**src/rtl/clock_set_ctrl_if.sv**
```systemverilog
`default_nettype none
// ============================================================================
//  Interface : clock_set_ctrl_if
//  Purpose   : Button, counter-time and control/display signals between the
//              surrounding logic (master) and the clock set controller (slave).
//  Revision  : 1.0  initial release
// ============================================================================
interface clock_set_ctrl_if;
    // debounced button levels and current counter time
    logic       btn_mode;
    logic       btn_inc;
    logic [7:0] cur_hh;
    logic [7:0] cur_mm;
    logic       cur_pm;

    // controller outputs
    logic       ena_tick;
    logic       load;
    logic [7:0] load_hh;
    logic [7:0] load_mm;
    logic       load_pm;
    logic [7:0] disp_hh;
    logic [7:0] disp_mm;
    logic       disp_pm;
    logic [1:0] edit_sel;
    logic       blink_on;

    // environment side: drives buttons and the counter time
    modport master (
        output btn_mode, btn_inc, cur_hh, cur_mm, cur_pm,
        input  ena_tick, load, load_hh, load_mm, load_pm,
               disp_hh, disp_mm, disp_pm, edit_sel, blink_on
    );

    // controller side
    modport slave (
        input  btn_mode, btn_inc, cur_hh, cur_mm, cur_pm,
        output ena_tick, load, load_hh, load_mm, load_pm,
               disp_hh, disp_mm, disp_pm, edit_sel, blink_on
    );
endinterface
`default_nettype wire

```
**src/rtl/clock_set_ctrl.sv**
```systemverilog
`default_nettype none
// ============================================================================
//  Module   : clock_set_ctrl
//  Purpose  : Sequencer for a 12-hour BCD clock. Generates the 1 Hz count
//             enable and runs the RUN -> SET_HH -> SET_MM -> RUN time-set
//             mode, editing a shadow copy of the time and loading it into
//             the counter on leaving SET_MM.
//  Revision : 1.0  initial release
// ============================================================================
module clock_set_ctrl #(
    parameter int TICK_DIV  = 100_000_000,
    parameter int BLINK_DIV = 25_000_000
) (
    input wire               clk,
    input wire               reset_n,
    clock_set_ctrl_if.slave  bus
);

    localparam int c_TW = (TICK_DIV  > 2) ? $clog2(TICK_DIV)  : 1;
    localparam int c_BW = (BLINK_DIV > 2) ? $clog2(BLINK_DIV) : 1;
    localparam logic [c_TW-1:0] c_tick_last  = c_TW'(TICK_DIV - 1);
    localparam logic [c_BW-1:0] c_blink_last = c_BW'(BLINK_DIV - 1);

    // state encoding doubles as the edit_sel output value
    typedef enum logic [1:0] {
        S_RUN    = 2'b00,
        S_SET_HH = 2'b01,
        S_SET_MM = 2'b10
    } state_t;

    state_t            state_q, state_d;
    logic              btn_mode_q, btn_inc_q;
    logic [7:0]        hh_q, hh_d;
    logic [7:0]        mm_q, mm_d;
    logic              pm_q, pm_d;
    logic              load_q, load_d;
    logic              ena_q, ena_d;
    logic [c_TW-1:0]   tick_cnt_q, tick_cnt_d;
    logic [c_BW-1:0]   blink_cnt_q, blink_cnt_d;
    logic              blink_q, blink_d;
    logic [7:0]        disp_hh_q, disp_hh_d;
    logic [7:0]        disp_mm_q, disp_mm_d;
    logic              disp_pm_q, disp_pm_d;

    logic              w_mode_edge;
    logic              w_inc_edge;
    logic              w_in_run;
    logic [8:0]        w_hh_inc;
    logic [7:0]        w_mm_inc;

    // 12-hour BCD increment; 11 -> 12 flips pm to match the counter's rollover
    function automatic logic [8:0] inc_hours(input logic [7:0] hh, input logic pm);
        if (hh == 8'h12)
            return {pm, 8'h01};
        else if (hh == 8'h11)
            return {~pm, 8'h12};
        else if (hh[3:0] == 4'd9)
            return {pm, hh[7:4] + 4'd1, 4'd0};
        else
            return {pm, hh[7:4], hh[3:0] + 4'd1};
    endfunction

    // BCD minutes increment, 59 wraps to 00 without touching hours
    function automatic logic [7:0] inc_minutes(input logic [7:0] mm);
        if (mm[3:0] == 4'd9) begin
            if (mm[7:4] == 4'd5)
                return 8'h00;
            else
                return {mm[7:4] + 4'd1, 4'd0};
        end else begin
            return {mm[7:4], mm[3:0] + 4'd1};
        end
    endfunction

    assign w_mode_edge = bus.btn_mode & ~btn_mode_q;
    assign w_inc_edge  = bus.btn_inc  & ~btn_inc_q;
    assign w_in_run    = (state_q == S_RUN);
    assign w_hh_inc    = inc_hours(hh_q, pm_q);
    assign w_mm_inc    = inc_minutes(mm_q);

    // next-state: mode FSM, shadow edits, prescaler, blink and display select
    always_comb begin
        state_d     = state_q;
        hh_d        = hh_q;
        mm_d        = mm_q;
        pm_d        = pm_q;
        load_d      = 1'b0;
        ena_d       = 1'b0;
        tick_cnt_d  = tick_cnt_q;
        blink_cnt_d = blink_cnt_q;
        blink_d     = blink_q;
        disp_hh_d   = disp_hh_q;
        disp_mm_d   = disp_mm_q;
        disp_pm_d   = disp_pm_q;

        // a mode edge always wins over a simultaneous inc edge
        case (state_q)
            S_RUN: begin
                if (w_mode_edge) begin
                    state_d = S_SET_HH;
                    hh_d    = bus.cur_hh;
                    mm_d    = bus.cur_mm;
                    pm_d    = bus.cur_pm;
                end
            end
            S_SET_HH: begin
                if (w_mode_edge)
                    state_d = S_SET_MM;
                else if (w_inc_edge)
                    {pm_d, hh_d} = w_hh_inc;
            end
            S_SET_MM: begin
                if (w_mode_edge) begin
                    state_d = S_RUN;
                    load_d  = 1'b1;
                end else if (w_inc_edge) begin
                    mm_d = w_mm_inc;
                end
            end
            default: state_d = S_RUN;
        endcase

        // prescaler runs only while staying in RUN, so it restarts from 0
        // after a load and the first tick lands TICK_DIV cycles later
        if (!w_in_run || w_mode_edge) begin
            tick_cnt_d = '0;
        end else if (tick_cnt_q == c_tick_last) begin
            tick_cnt_d = '0;
            ena_d      = 1'b1;
        end else begin
            tick_cnt_d = tick_cnt_q + 1'b1;
        end

        // blink restarts visible on every mode step and every edit
        if (state_d == S_RUN) begin
            blink_cnt_d = '0;
            blink_d     = 1'b1;
        end else if (w_mode_edge || w_inc_edge) begin
            blink_cnt_d = '0;
            blink_d     = 1'b1;
        end else if (blink_cnt_q == c_blink_last) begin
            blink_cnt_d = '0;
            blink_d     = ~blink_q;
        end else begin
            blink_cnt_d = blink_cnt_q + 1'b1;
        end

        if (state_d == S_RUN) begin
            disp_hh_d = bus.cur_hh;
            disp_mm_d = bus.cur_mm;
            disp_pm_d = bus.cur_pm;
        end else begin
            disp_hh_d = hh_d;
            disp_mm_d = mm_d;
            disp_pm_d = pm_d;
        end
    end

    // state and output registers; reset discards any pending edit
    always_ff @(posedge clk) begin
        if (!reset_n) begin
            state_q     <= S_RUN;
            btn_mode_q  <= 1'b0;
            btn_inc_q   <= 1'b0;
            hh_q        <= 8'h12;
            mm_q        <= 8'h00;
            pm_q        <= 1'b0;
            load_q      <= 1'b0;
            ena_q       <= 1'b0;
            tick_cnt_q  <= '0;
            blink_cnt_q <= '0;
            blink_q     <= 1'b1;
            disp_hh_q   <= bus.cur_hh;
            disp_mm_q   <= bus.cur_mm;
            disp_pm_q   <= bus.cur_pm;
        end else begin
            state_q     <= state_d;
            btn_mode_q  <= bus.btn_mode;
            btn_inc_q   <= bus.btn_inc;
            hh_q        <= hh_d;
            mm_q        <= mm_d;
            pm_q        <= pm_d;
            load_q      <= load_d;
            ena_q       <= ena_d;
            tick_cnt_q  <= tick_cnt_d;
            blink_cnt_q <= blink_cnt_d;
            blink_q     <= blink_d;
            disp_hh_q   <= disp_hh_d;
            disp_mm_q   <= disp_mm_d;
            disp_pm_q   <= disp_pm_d;
        end
    end

    assign bus.ena_tick = ena_q;
    assign bus.load     = load_q;
    assign bus.load_hh  = hh_q;
    assign bus.load_mm  = mm_q;
    assign bus.load_pm  = pm_q;
    assign bus.disp_hh  = disp_hh_q;
    assign bus.disp_mm  = disp_mm_q;
    assign bus.disp_pm  = disp_pm_q;
    assign bus.edit_sel = state_q;
    assign bus.blink_on = blink_q;

endmodule
`default_nettype wire
```
**src/flat_wrapper.sv**
```systemverilog
// flat-port wrapper written by rule: the top's interface ports become plain ports
module clock_set_ctrl_flat 
#(
    parameter int TICK_DIV  = 100_000_000,
    parameter int BLINK_DIV = 25_000_000
)
  (clk, reset_n, bus_btn_mode, bus_btn_inc, bus_cur_hh, bus_cur_mm, bus_cur_pm, bus_ena_tick, bus_load, bus_load_hh, bus_load_mm, bus_load_pm, bus_disp_hh, bus_disp_mm, bus_disp_pm, bus_edit_sel, bus_blink_on);
  clock_set_ctrl_if bus_i ();
  input wire clk;
  input wire reset_n;
  input wire logic [$bits(bus_i.btn_mode)-1:0] bus_btn_mode;
  input wire logic [$bits(bus_i.btn_inc)-1:0] bus_btn_inc;
  input wire logic [$bits(bus_i.cur_hh)-1:0] bus_cur_hh;
  input wire logic [$bits(bus_i.cur_mm)-1:0] bus_cur_mm;
  input wire logic [$bits(bus_i.cur_pm)-1:0] bus_cur_pm;
  output wire logic [$bits(bus_i.ena_tick)-1:0] bus_ena_tick;
  output wire logic [$bits(bus_i.load)-1:0] bus_load;
  output wire logic [$bits(bus_i.load_hh)-1:0] bus_load_hh;
  output wire logic [$bits(bus_i.load_mm)-1:0] bus_load_mm;
  output wire logic [$bits(bus_i.load_pm)-1:0] bus_load_pm;
  output wire logic [$bits(bus_i.disp_hh)-1:0] bus_disp_hh;
  output wire logic [$bits(bus_i.disp_mm)-1:0] bus_disp_mm;
  output wire logic [$bits(bus_i.disp_pm)-1:0] bus_disp_pm;
  output wire logic [$bits(bus_i.edit_sel)-1:0] bus_edit_sel;
  output wire logic [$bits(bus_i.blink_on)-1:0] bus_blink_on;
  assign bus_i.btn_mode = bus_btn_mode;
  assign bus_i.btn_inc = bus_btn_inc;
  assign bus_i.cur_hh = bus_cur_hh;
  assign bus_i.cur_mm = bus_cur_mm;
  assign bus_i.cur_pm = bus_cur_pm;
  assign bus_ena_tick = bus_i.ena_tick;
  assign bus_load = bus_i.load;
  assign bus_load_hh = bus_i.load_hh;
  assign bus_load_mm = bus_i.load_mm;
  assign bus_load_pm = bus_i.load_pm;
  assign bus_disp_hh = bus_i.disp_hh;
  assign bus_disp_mm = bus_i.disp_mm;
  assign bus_disp_pm = bus_i.disp_pm;
  assign bus_edit_sel = bus_i.edit_sel;
  assign bus_blink_on = bus_i.blink_on;
  clock_set_ctrl #(.TICK_DIV(TICK_DIV), .BLINK_DIV(BLINK_DIV)) u_core (.clk(clk), .reset_n(reset_n), .bus(bus_i));
endmodule
```
**config.mk**
```make
export PLATFORM = sky130hd
export DESIGN_NAME = clock_set_ctrl_flat
export DESIGN_NICKNAME = d
export VERILOG_FILES = /design/src/rtl/clock_set_ctrl_if.sv /design/src/rtl/clock_set_ctrl.sv /design/src/flat_wrapper.sv
export SDC_FILE = /design/constraint.sdc
export NUM_CORES = 1
export LEC_CHECK = 0
export ABC_CLOCK_PERIOD_IN_PS = 2250
export CAP_MARGIN = 0
export CORE_MARGIN = 2
export CORE_UTILIZATION = 35
export CTS_BUF_LIST = sky130_fd_sc_hd__clkbuf_4
export DETAILED_ROUTE_END_ITERATION = 16
export GPL_ROUTABILITY_DRIVEN = 0
export MAX_ROUTING_LAYER = met4
export PLACE_DENSITY = 0.65
export SLEW_MARGIN = 25
export SYNTH_ARGS = -nofsm -noshare
export SYNTH_HDL_FRONTEND = slang
export SYNTH_SLANG_ARGS = --single-unit
export TNS_END_PERCENT = 50
```
**constraint.sdc**
```tcl
create_clock -name clk -period 2.25 [get_ports clk]
set_clock_uncertainty 0.15 [all_clocks]
set_input_delay 0.45 -clock clk [delete_from_list [all_inputs] [get_ports clk]]
set_output_delay 0.45 -clock clk [all_outputs]
set_load 0.05 [all_outputs]
```
## After elaboration in Yosys (flattened, before gate mapping)

Cells that the tools add are included.

- Flip-flop bits (word level): 93

- $add $sub $neg: 6
- Equal/unequal tests: 9
- Muxes and demuxes: 29
- Bitwise gates (word level): 7
- Reductions and logical operators: 10

Operators with widths:

| cell | number |
|---|---|
| 8-bit two-way mux | 13 |
| 8-bit one-hot mux with 2 select lines | 2 |
| 27-bit by 1-bit adder with 27-bit output (second input constant) | 1 |
| 27-bit == test (second input constant) | 1 |
| 25-bit by 1-bit adder with 25-bit output (second input constant) | 1 |
| 25-bit == test (second input constant) | 1 |
| 9-bit two-way mux | 2 |
| 4-bit by 1-bit adder with 4-bit output (second input constant) | 4 |
| 8-bit by 5-bit == test with 1-bit output (second input constant) | 2 |
| 4-bit == test (second input constant) | 2 |
| 1-bit two-way mux | 7 |
| 2-bit two-way mux | 3 |
| 2-bit one-hot mux with 3 select lines | 1 |
| 3-bit OR reduction | 2 |
| 1-bit inverter | 5 |
| 4-bit by 3-bit == test with 1-bit output (second input constant) | 1 |
| 2-bit logical NOT | 2 |
| 4-bit OR reduction | 1 |
| 1-bit AND | 2 |
| 2-bit by 1-bit == test with 1-bit output (second input constant) | 1 |
| 2-bit == test (second input constant) | 1 |
| 1-bit logical OR | 2 |
| 1-bit one-hot mux with 2 select lines | 1 |
| 2-bit AND reduction | 1 |
| other kinds (2) | 2 |

## Logic depth before layout (Yosys ltp)

Gate-level depths: netlist of the first run.

- Depth in word-level cells: 9
- Gate-level depth with buffers: 8
- Depth with buffers taken out: 7

## Least setup slack after synthesis of the first run

No wires, ideal clock.

- Path kind: register -> register
- From: register u_core.hh_q[4] (netlist: u_core.bus.load_hh[4])
- To: register u_core.hh_q[5] (netlist: u_core.bus.load_hh[5])
- Library setup time: 120 ps
- Arrival time: 2011 ps
- Required time: 1980 ps
- Slack: -31 ps
- Stages on the path, launching flop included: 7
- Path buffers: 0
- Period minus slack after synthesis: 2281 ps
- Cell sequence: dfxtp_1 > ha_1 > nor3b_1 > nand4b_1 > a21oi_1 > nor3_1 > o31a_1

- Longest elaborated chain between the ends: 7
- Elaborated cells between the ends (all ways): 9
- Classes of those cells: 1 x add/sub; 2 x eq/ne; 6 x mux

RTL lines:

| element | line | RTL |
|---|---|---|
| from (decl) | clock_set_ctrl.sv:33 | `logic [7:0] hh_q, hh_d;` |
| from (signal assigned) | clock_set_ctrl.sv:180 | `hh_q <= hh_d;` |
| 4-bit by 1-bit adder with 4-bit output | clock_set_ctrl.sv:58 | `return {pm, hh[7:4] + 4'd1, 4'd0};` |
| 8-bit two-way mux | clock_set_ctrl.sv:57 | `else if (hh[3:0] == 4'd9)` |
| 9-bit two-way mux | clock_set_ctrl.sv:55 | `else if (hh == 8'h11)` |
| 9-bit two-way mux (*) | clock_set_ctrl.sv:53 | `if (hh == 8'h12)` |
| 8-bit two-way mux (*) | clock_set_ctrl.sv:109 | `else if (w_inc_edge)` |
| 8-bit two-way mux (*) | clock_set_ctrl.sv:107 | `if (w_mode_edge)` |
| 8-bit one-hot mux with 2 select lines (*) | clock_set_ctrl.sv:97 | `case (state_q)` |

Every way passes the cells marked *; elsewhere a longest branch is shown, timed or not.
A chain may end at the register's enable or synchronous reset.

## Worst setup path in the final report of the first run

- From: register u_core.disp_mm_q[6] (netlist: u_core.bus.disp_mm[6])
- To: output port bus_disp_mm[6]

RTL lines:

| element | line | RTL |
|---|---|---|
| from (decl) | clock_set_ctrl.sv:42 | `logic [7:0] disp_mm_q, disp_mm_d;` |
| from (signal assigned) | clock_set_ctrl.sv:174 | `disp_mm_q <= bus.cur_mm;` |
| from (signal assigned) | clock_set_ctrl.sv:189 | `disp_mm_q <= disp_mm_d;` |
| to (decl) | flat_wrapper.sv:22 | `output wire logic [$bits(bus_i.disp_mm)-1:0] bus_disp_mm;` |

No word-level cell between the ends.

==> metrics.log, run 1 <==
INFO  metric multi_input_comb_area = 2460 um2
INFO  metric grt_pass1_wl = 17700 um
INFO  metric synth_area_leader = sky130_fd_sc_hd__dfxtp_1
INFO  metric post_cts_buffers = 0
INFO  metric hpwl = 7790 um
INFO  metric critPathTopFamily = buffers and inverters
INFO  metric fill_cells = 1249
INFO  metric synth.cell_area = 4500 um2
INFO  metric first_global_vias = 3695
INFO  metric cts.reportedPaths.clkPinSlew = 0.14 ns
INFO  metric route.antenna.remaining_nets = 0
INFO  metric finalHoldViolCount = 0
INFO  metric worst_ep_required_time = 1.65 ns
INFO  metric holdCritPathClass = flop to flop
INFO  metric floorplan.initialDensity = 0.358
INFO  metric fmax = 459 MHz
INFO  metric global_route.usage.total = 0.160
INFO  metric final-instance-count-excl-fill = 783
INFO  metric slew_violations = 0
INFO  metric clock_path_buffers = 2
INFO  metric status = complete, no violations
INFO  metric number_of_synthesized_flops_with_an_enable_pin = 0
INFO  metric slowest_delay = 0.79 ns
INFO  metric post_syn_nets = 546
INFO  metric dpl_cell_area = 5510 um2
INFO  metric post-route-min-period = 2.18 ns
INFO  metric regToRegStartpoint = u_core.bus.edit_sel[1]
INFO  metric fin_nets = 635
INFO  metric synth_top_area_frac = 0.414
INFO  metric timing_worst_setup_path_type = flop to primary output
INFO  metric yosysUniqueCellTypes = 70
INFO  metric core.rowCount = 41
INFO  metric initial_antenna_violation_count = 0
INFO  metric path_max_fanout = 1
INFO  metric fin_hold_ws = 0.338 ns
INFO  metric timing.critical_path.cells = clkdlybuf4s50_1
INFO  metric finalInstanceArea = 5660 um2
INFO  metric power.leakage = 2.23 nW
INFO  metric io_pins = 60
INFO  metric flow.area_growth_from_synthesis = 25.9%
INFO  metric antenna_cells = 0
INFO  metric tritoncts_clock_tree = done
INFO  metric avgRoutedWirePerCell = 13.4 um
INFO  metric vdd.ir_drop.worst = 383 uV
INFO  metric placed_instance_count = 767
INFO  metric synth-async-reset-ratio = 0
INFO  metric clk_latency = 0.46 ns
INFO  metric timing.reg2reg.worst_path_depth = 5
INFO  metric synth_seq_area_share = 0.414
INFO  metric drc_errors = 0
INFO  metric cts.sinks = 93
INFO  metric r2r_end = u_core.bus.disp_mm[2]
INFO  metric num_cts_buffers = 9
INFO  metric die_area = 13800 um2
INFO  metric chipHeight = 117 um
INFO  metric power = 3.38 mW
INFO  metric yosys_warnings = 0
INFO  metric totalWireLength = 10500 um
INFO  metric ys.flop_type = sky130_fd_sc_hd__dfxtp_1
INFO  metric grt-ovfl-total = 0
INFO  metric power_per_cell_area = 597 nW/um2
INFO  metric cells_after_synth = 517
INFO  metric r2r_slack = 0.17 ns
INFO  metric setup_repair_after_global_routing_missed_its_margin = no
INFO  metric buffer_ports.inserted = 59
INFO  metric finalSetupViolCount = 0
INFO  metric cts_hold_repair.buffers = 0
INFO  metric post-synth-top-count-cell = sky130_fd_sc_hd__dfxtp_1
INFO  metric core = 12600 um2
INFO  metric tightestPinTransition = 0.573 ns
INFO  metric critical_path.n_buffers_inverters = 1
INFO  metric die_x = 117 um
INFO  metric clk_root_buffer_cell = sky130_fd_sc_hd__clkbuf_4
INFO  metric timing.final.crit_share = 0.968
INFO  metric hp-start = u_core.tick_cnt_q[0]
INFO  metric layout.area.seq = 1860 um2
INFO  metric drt_iter0_markers = 245
INFO  metric synthesis.area_per_instance = 8.71 um2
INFO  metric layout-drive-gt1-share = 0.154
INFO  metric kind_of_start_point_of_the_critical_path = flop
INFO  metric via_per_inst = 5.09
INFO  metric max_cap_violations = 0
INFO  metric cts-htree-levels = 3
INFO  metric setup.worst_path.end_class = primary output
INFO  metric timing.critical_path.arrival = 1.58 ns
INFO  metric detailedRoute.firstPassIterationCount = 5
INFO  metric maximum_number_of_pins_on_one_net_before_global_route_repair = 27
INFO  metric synth_area_leaders = sky130_fd_sc_hd__dfxtp_1 (41%), sky130_fd_sc_hd__xor2_1 (7.0%), sky130_fd_sc_hd__nor2_1 (5.6%)
INFO  metric synth.ff_latch_count = 93
INFO  metric finalSetupTns = 0 ns
INFO  metric whs_path_depth = 1
INFO  metric timing.max_slew.rel_slack = 0.617
INFO  metric dr_total_vias = 3985
INFO  metric post_synth_most_frequent_cells = sky130_fd_sc_hd__dfxtp_1 (93), sky130_fd_sc_hd__nor2_1 (67), sky130_fd_sc_hd__nand2_1 (42)
INFO  metric cpMaxStageDelayCell = sky130_fd_sc_hd__clkdlybuf4s50_1
INFO  metric worst_hold_path.endpoint = u_core.tick_cnt_q[0]
## flip-flops by register name, indices dropped and copies added, names as in the netlist
| signal | cells |
|---|---|
| u_core.tick_cnt_q | 27 |
| u_core.bus.disp_pm | 1 |
| u_core.bus.disp_hh | 8 |
| u_core.bus.ena_tick | 1 |
| u_core.bus.load | 1 |
| u_core.bus.load_pm | 1 |
| u_core.bus.edit_sel | 2 |
| u_core.blink_cnt_q | 25 |
| u_core.bus.blink_on | 1 |
| u_core.bus.load_mm | 8 |
| u_core.btn_mode_q | 1 |
| u_core.bus.load_hh | 8 |
| u_core.bus.disp_mm | 8 |
| u_core.btn_inc_q | 1 |
## worst max path at each step
stage	startpoint	end	slack, ns	cells past startpoint
4_1_cts	u_core.bus.disp_mm[0]	bus_disp_mm[0]	0.01	1
2_1_floorplan	u_core.bus.edit_sel[0]	u_core.blink_cnt_q[11]	0.02	7
5_1_grt	u_core.bus.ena_tick	bus_ena_tick	0.0004	1
3_5_place_dp	bus_btn_inc	u_core.bus.disp_pm	-0.39	7
6_report	u_core.bus.disp_mm[6]	bus_disp_mm[6]	0.07	1
3_3_place_gp	bus_btn_inc	u_core.bus.disp_pm	-0.36	7
## cell usage in the layout (no fill, tap or decap), types with 4 or more instances in the layout
cell and instances:
sky130_fd_sc_hd__ha_1 8, sky130_fd_sc_hd__and2_1 7, sky130_fd_sc_hd__dfxtp_1 91, sky130_fd_sc_hd__buf_4 43, sky130_fd_sc_hd__dlygate4sd2_1 16, sky130_fd_sc_hd__o21ai_1 5, sky130_fd_sc_hd__clkdlybuf4s50_1 24, sky130_fd_sc_hd__nand2b_1 7
sky130_fd_sc_hd__inv_1 15, sky130_fd_sc_hd__dlymetal6s2s_1 14, sky130_fd_sc_hd__nor3_1 14, sky130_fd_sc_hd__nand2_1 42, sky130_fd_sc_hd__a21oi_1 18, sky130_fd_sc_hd__and3_1 10, sky130_fd_sc_hd__nand4_1 24, sky130_fd_sc_hd__o21ai_0 12
sky130_fd_sc_hd__xnor2_1 16, sky130_fd_sc_hd__nor2_2 10, sky130_fd_sc_hd__a31oi_1 7, sky130_fd_sc_hd__nand3_1 28, sky130_fd_sc_hd__nor2b_1 4, sky130_fd_sc_hd__clkbuf_4 11, sky130_fd_sc_hd__xor2_1 36, sky130_fd_sc_hd__nor2_1 67
## per-stage QoR
| step | worst slack (ns) | utilization |
|---|---|---|
| 6_report | 0.0710 | 0.451 |
| 5_1_grt | 0.000356 | 0.451 |
| 4_1_cts | 0.0133 | 0.447 |
| 3_5_place_dp | -0.393 | 0.438 |
| 3_3_place_gp | -0.361 | 0.438 |
| 2_1_floorplan | 0.0209 | - |
## report_power, final
group	leakage, nW	switching, mW	total (mW)	internal [mW]
clock network	0.0759	0.541	0.899	0.358
registers	0.759	0.0542	1.76	1.71
logic	1.40	0.442	0.716	0.275
total	2.23	1.04	3.38	2.34
## layout make-up
cell class,count,area share
Tap cell,172,0.0380
Sequential cell,93,0.329
Timing Repair Buffer,100,0.166
Clock buffer,11,0.0146
Clock inverter,5,0.00906
Inverter,15,0.00994
Multi-Input combinational cell,387,0.434
## kinds of logic after synthesis
logic type | Yosys count | synth area share
fa+ha+maj | 8 | 0.0222
xor+xnor | 52 | 0.101
flops | 93 | 0.414
buf+inv | 37 | 0.0417
simple gates | 250 | 0.300
compound gates | 72 | 0.109
mux | 5 | 0.0120
## routing by layer
metal / vias to the layer above / track usage / part of all wire
met3: 9 / 0.0482 / 0.054
met2: 102 / 0.242 / 0.46
li1: 1998 / - / -
met4: 0 / 0.0422 / 0.010
met5: - / - / 0
met1: 1876 / 0.209 / 0.48
## timing repair
| item | 4_1_cts | 5_1_grt |
|---|---|---|
| gates resized for setup | 17 | 16 |
| pin swaps | 0 | 0 |
| setup endpoints to repair | 17 | 15 |
| cloned | 0 | 0 |
| endpoints found under the hold margin | 0 | 0 |
No activity file was read; power rests on OpenSTA's default activity.
==> run 2, diff against run 1 <==
CTS_CLUSTER_SIZE = 30   (was default)
GPL_TIMING_DRIVEN = 1   (was default)
==> results of run 2 <==
Final layout, timing and power as in run 1 (identical DEF).
==> run 3, diff against run 2 <==
ABC_AREA = 0   (was default)
ABC_CLOCK_PERIOD_IN_PS = 2700   (was 2250)
CTS_CLUSTER_SIZE = 8   (was 30)
clock period = 2.7 ns   (was 2.25 ns; I/O delays follow)
==> metrics.log, run 3 (synthesized netlist as in run 1, its figures left out) <==
INFO  metric status = complete, no violations (unchanged)
INFO  metric placed_instance_count = 746 (was 767)
INFO  metric worst_ep_required_time = 2.01 ns (was 1.65 ns)
INFO  metric timing.critical_path.cells = clkdlybuf4s50_1 (unchanged)
INFO  metric final-instance-count-excl-fill = 763 (was 783)
INFO  metric regToRegStartpoint = u_core.bus.load_hh[4] (was u_core.bus.edit_sel[1])
INFO  metric finalSetupTns = 0 ns (unchanged)
INFO  metric cts_repair_resize_count = 0 (was 17)
INFO  metric hpwl = 7790 um (about the same)
INFO  metric flow.area_growth_from_synthesis = 20.7% (was 25.9%)
INFO  metric finalHoldViolCount = 0 (unchanged)
INFO  metric maximum_number_of_pins_on_one_net_before_global_route_repair = 27 (unchanged)
INFO  metric grt.met1_usage = 0.210 (was 0.209)
INFO  metric grt.met3_usage = 0.0399 (was 0.0482)
INFO  metric cts.reportedPaths.clkPinSlew = 0.14 ns (about the same)
INFO  metric clk_latency = 0.46 ns (about the same)
INFO  metric tightestPinTransition = 0.717 ns (was 0.573 ns)
INFO  metric timing.reg2reg.worst_path_depth = 6 (was 5)
INFO  metric die_area = 13800 um2 (unchanged)
INFO  metric mostFrequentLayoutCell = sky130_fd_sc_hd__dfxtp_1 (unchanged)
INFO  metric r2r_end = u_core.bus.disp_pm (was u_core.bus.disp_mm[2])
INFO  metric fmax = 386 MHz
INFO  metric io_pins = 60 (unchanged)
INFO  metric grt.met2_usage = 0.252 (was 0.242)
INFO  metric clock_path_buffers = 2 (unchanged)
INFO  metric global_route.usage.total = 0.163 (was 0.160)
INFO  metric timing_worst_setup_path_type = flop to primary output (unchanged)
INFO  metric drc_errors = 0 (unchanged)
INFO  metric critical_path.startpoint = u_core.bus.load_hh[0] (was u_core.bus.disp_mm[6])
INFO  metric initial_antenna_violation_count = 1 (was 0)
INFO  metric floorplan.initialDensity = 0.358 (unchanged)
INFO  metric biggest_regs = u_core.tick_cnt_q (27), u_core.blink_cnt_q (25) (unchanged)
INFO  metric via_per_inst = 5.14 (was 5.09)
INFO  metric timing.final.crit_share = 0.958
INFO  metric avgRoutedWirePerCell = 13.8 um (was 13.4 um)
INFO  metric setup.worst_path.end_class = primary output (unchanged)
INFO  metric path_max_fanout = 12 (was 1)
INFO  metric hp-start = u_core.tick_cnt_q[0] (unchanged)
INFO  metric grt_most_used_layer = met2 (unchanged)
INFO  metric most_flops_register = u_core.tick_cnt_q (unchanged)
INFO  metric tritoncts_clock_tree = done (unchanged)
INFO  metric holdCritPathClass = flop to flop (unchanged)
INFO  metric max_cap_violations = 0 (unchanged)
INFO  metric totalWireLength = 10500 um (about the same)
INFO  metric largest_register_ff_count = 27 (unchanged)
INFO  metric cts_hold_repair.buffers = 0 (unchanged)
INFO  metric cts.sinks = 93 (unchanged)
INFO  metric timing.max_slew.rel_slack = 0.518 (was 0.617)
INFO  metric post_cts_buffers = 0 (unchanged)
INFO  metric vdd.ir_drop.worst = 264 uV (was 383 uV)
INFO  metric fin_hold_ws = 0.333 ns (was 0.338 ns)
INFO  metric critical_path.n_buffers_inverters = 1 (unchanged)
INFO  metric dr_total_vias = 3922 (was 3985)
INFO  metric slowest_delay = 0.87 ns (was 0.79 ns)
INFO  metric worst_hold_path.endpoint = u_core.tick_cnt_q[0] (unchanged)
INFO  metric clk_root_buffer_cell = sky130_fd_sc_hd__clkbuf_4 (unchanged)
INFO  metric whs_path_depth = 1 (unchanged)
INFO  metric most-common-layout-cells = sky130_fd_sc_hd__dfxtp_1 (93), sky130_fd_sc_hd__nor2_1 (67), sky130_fd_sc_hd__clkdlybuf4s50_1 (59), sky130_fd_sc_hd__nand2_1 (42), sky130_fd_sc_hd__xor2_1 (36) (was sky130_fd_sc_hd__dfxtp_1 (91), sky130_fd_sc_hd__nor2_1 (67), sky130_fd_sc_hd__buf_4 (43), sky130_fd_sc_hd__nand2_1 (42), sky130_fd_sc_hd__xor2_1 (36))
INFO  metric layout-drive-gt1-share = 0.110 (was 0.154)
INFO  metric r2r_slack = 0.38 ns (was 0.17 ns)
INFO  metric critPathTopFamily = buffers and inverters (unchanged)
INFO  metric chipHeight = 117 um (unchanged)
INFO  metric route.antenna.remaining_nets = 0 (unchanged)
INFO  metric grt-ovfl-total = 0 (unchanged)
INFO  metric num_cts_buffers = 9 (unchanged)
INFO  metric fin_nets = 614 (was 635)
INFO  metric drt_iter0_markers = 271 (was 245)
INFO  metric core.rowCount = 41 (unchanged)
INFO  metric grt_pass1_wl = 18100 um (was 17700 um)
INFO  metric core = 12600 um2 (unchanged)
INFO  metric kind_of_start_point_of_the_critical_path = flop (unchanged)
INFO  metric first_global_vias = 3768 (was 3695)
INFO  metric die_x = 117 um (unchanged)
INFO  metric cpMaxStageDelayCell = sky130_fd_sc_hd__clkdlybuf4s50_1 (unchanged)
INFO  metric setup_repair_after_global_routing_missed_its_margin = no (unchanged)
INFO  metric cts-htree-levels = 3 (unchanged)
INFO  metric slew_violations = 0 (unchanged)
INFO  metric timing.critical_path.arrival = 1.90 ns (was 1.58 ns)
INFO  metric power.leakage = 1.90 nW (was 2.23 nW)
INFO  metric detailedRoute.firstPassIterationCount = 5 (unchanged)
INFO  metric power_per_cell_area = 495 nW/um2 (was 597 nW/um2)
INFO  metric post-route-min-period = 2.59 ns
INFO  metric buffer_ports.inserted = 59 (unchanged)
INFO  metric finalSetupViolCount = 0 (unchanged)
-- run 3: cell types whose count changed in the layout (fill, tap and decap cells not counted), sizes merged, moves of 14 or more --
| cell | before | now |
|---|---|---|
| buf | 46 | 20 |
| clkdlybuf4s50 | 24 | 59 |
| dlygate4sd2 | 16 | 0 |
| dlymetal6s2s | 14 | 0 |
-- run 3: worst max path at each step --
| stage | endpoint | slack [ns] | cells past startpoint |
|---|---|---|---|
| 2_1_floorplan | u_core.bus.load_hh[5] | 0.42 | 6 |
| 3_3_place_gp | u_core.bus.disp_mm[2] | 0.08 | 6 |
| 3_5_place_dp | u_core.bus.disp_mm[7] | 0.07 | 5 |
| 4_1_cts | bus_load_hh[0] | 0.07 | 1 |
| 5_1_grt | bus_load_hh[0] | 0.008 | 1 |
| 6_report | bus_load_hh[0] | 0.11 | 1 |
-- run 3: power breakdown --
| part | internal [mW] | switching [mW] |
|---|---|---|
| clock network | 0.189 | 0.456 |
| registers | 1.42 | 0.0482 |
| logic | 0.211 | 0.358 |
| total | 1.82 | 0.862 |
-- run 3: metal layers --
metal	vias up	routed length, um
met4	0	182
met3	12	537
li1	1958	-
met2	96	4870
met5	-	0
met1	1856	4920
-- run 3: through the flow --
stage / setup WS (ns) / util / cell area, um2 / power, mW
after floorplan: 0.419 / - / 4500 / 1.87
after global placement: 0.0771 / 0.424 / 5330 / 2.07
after detailed placement: 0.0651 / 0.424 / 5330 / 2.07
after CTS: 0.0728 / 0.432 / 5430 / 2.73
after global routing: 0.00848 / 0.432 / 5430 / 2.82
final: 0.112 / 0.432 / 5430 / 2.69
-- run 3: area by class of cell --
cell class | count | area [um2]
clock buffers | 10 | 75.1
clock inverters | 6 | 30.0
well taps | 172 | 215
flip-flops and latches | 93 | 1860
inverters | 15 | 56.3
fillers | 1257 | 7140
diodes | 1 | 2.50
repair buffers | 79 | 741
multi-input cells | 387 | 2450
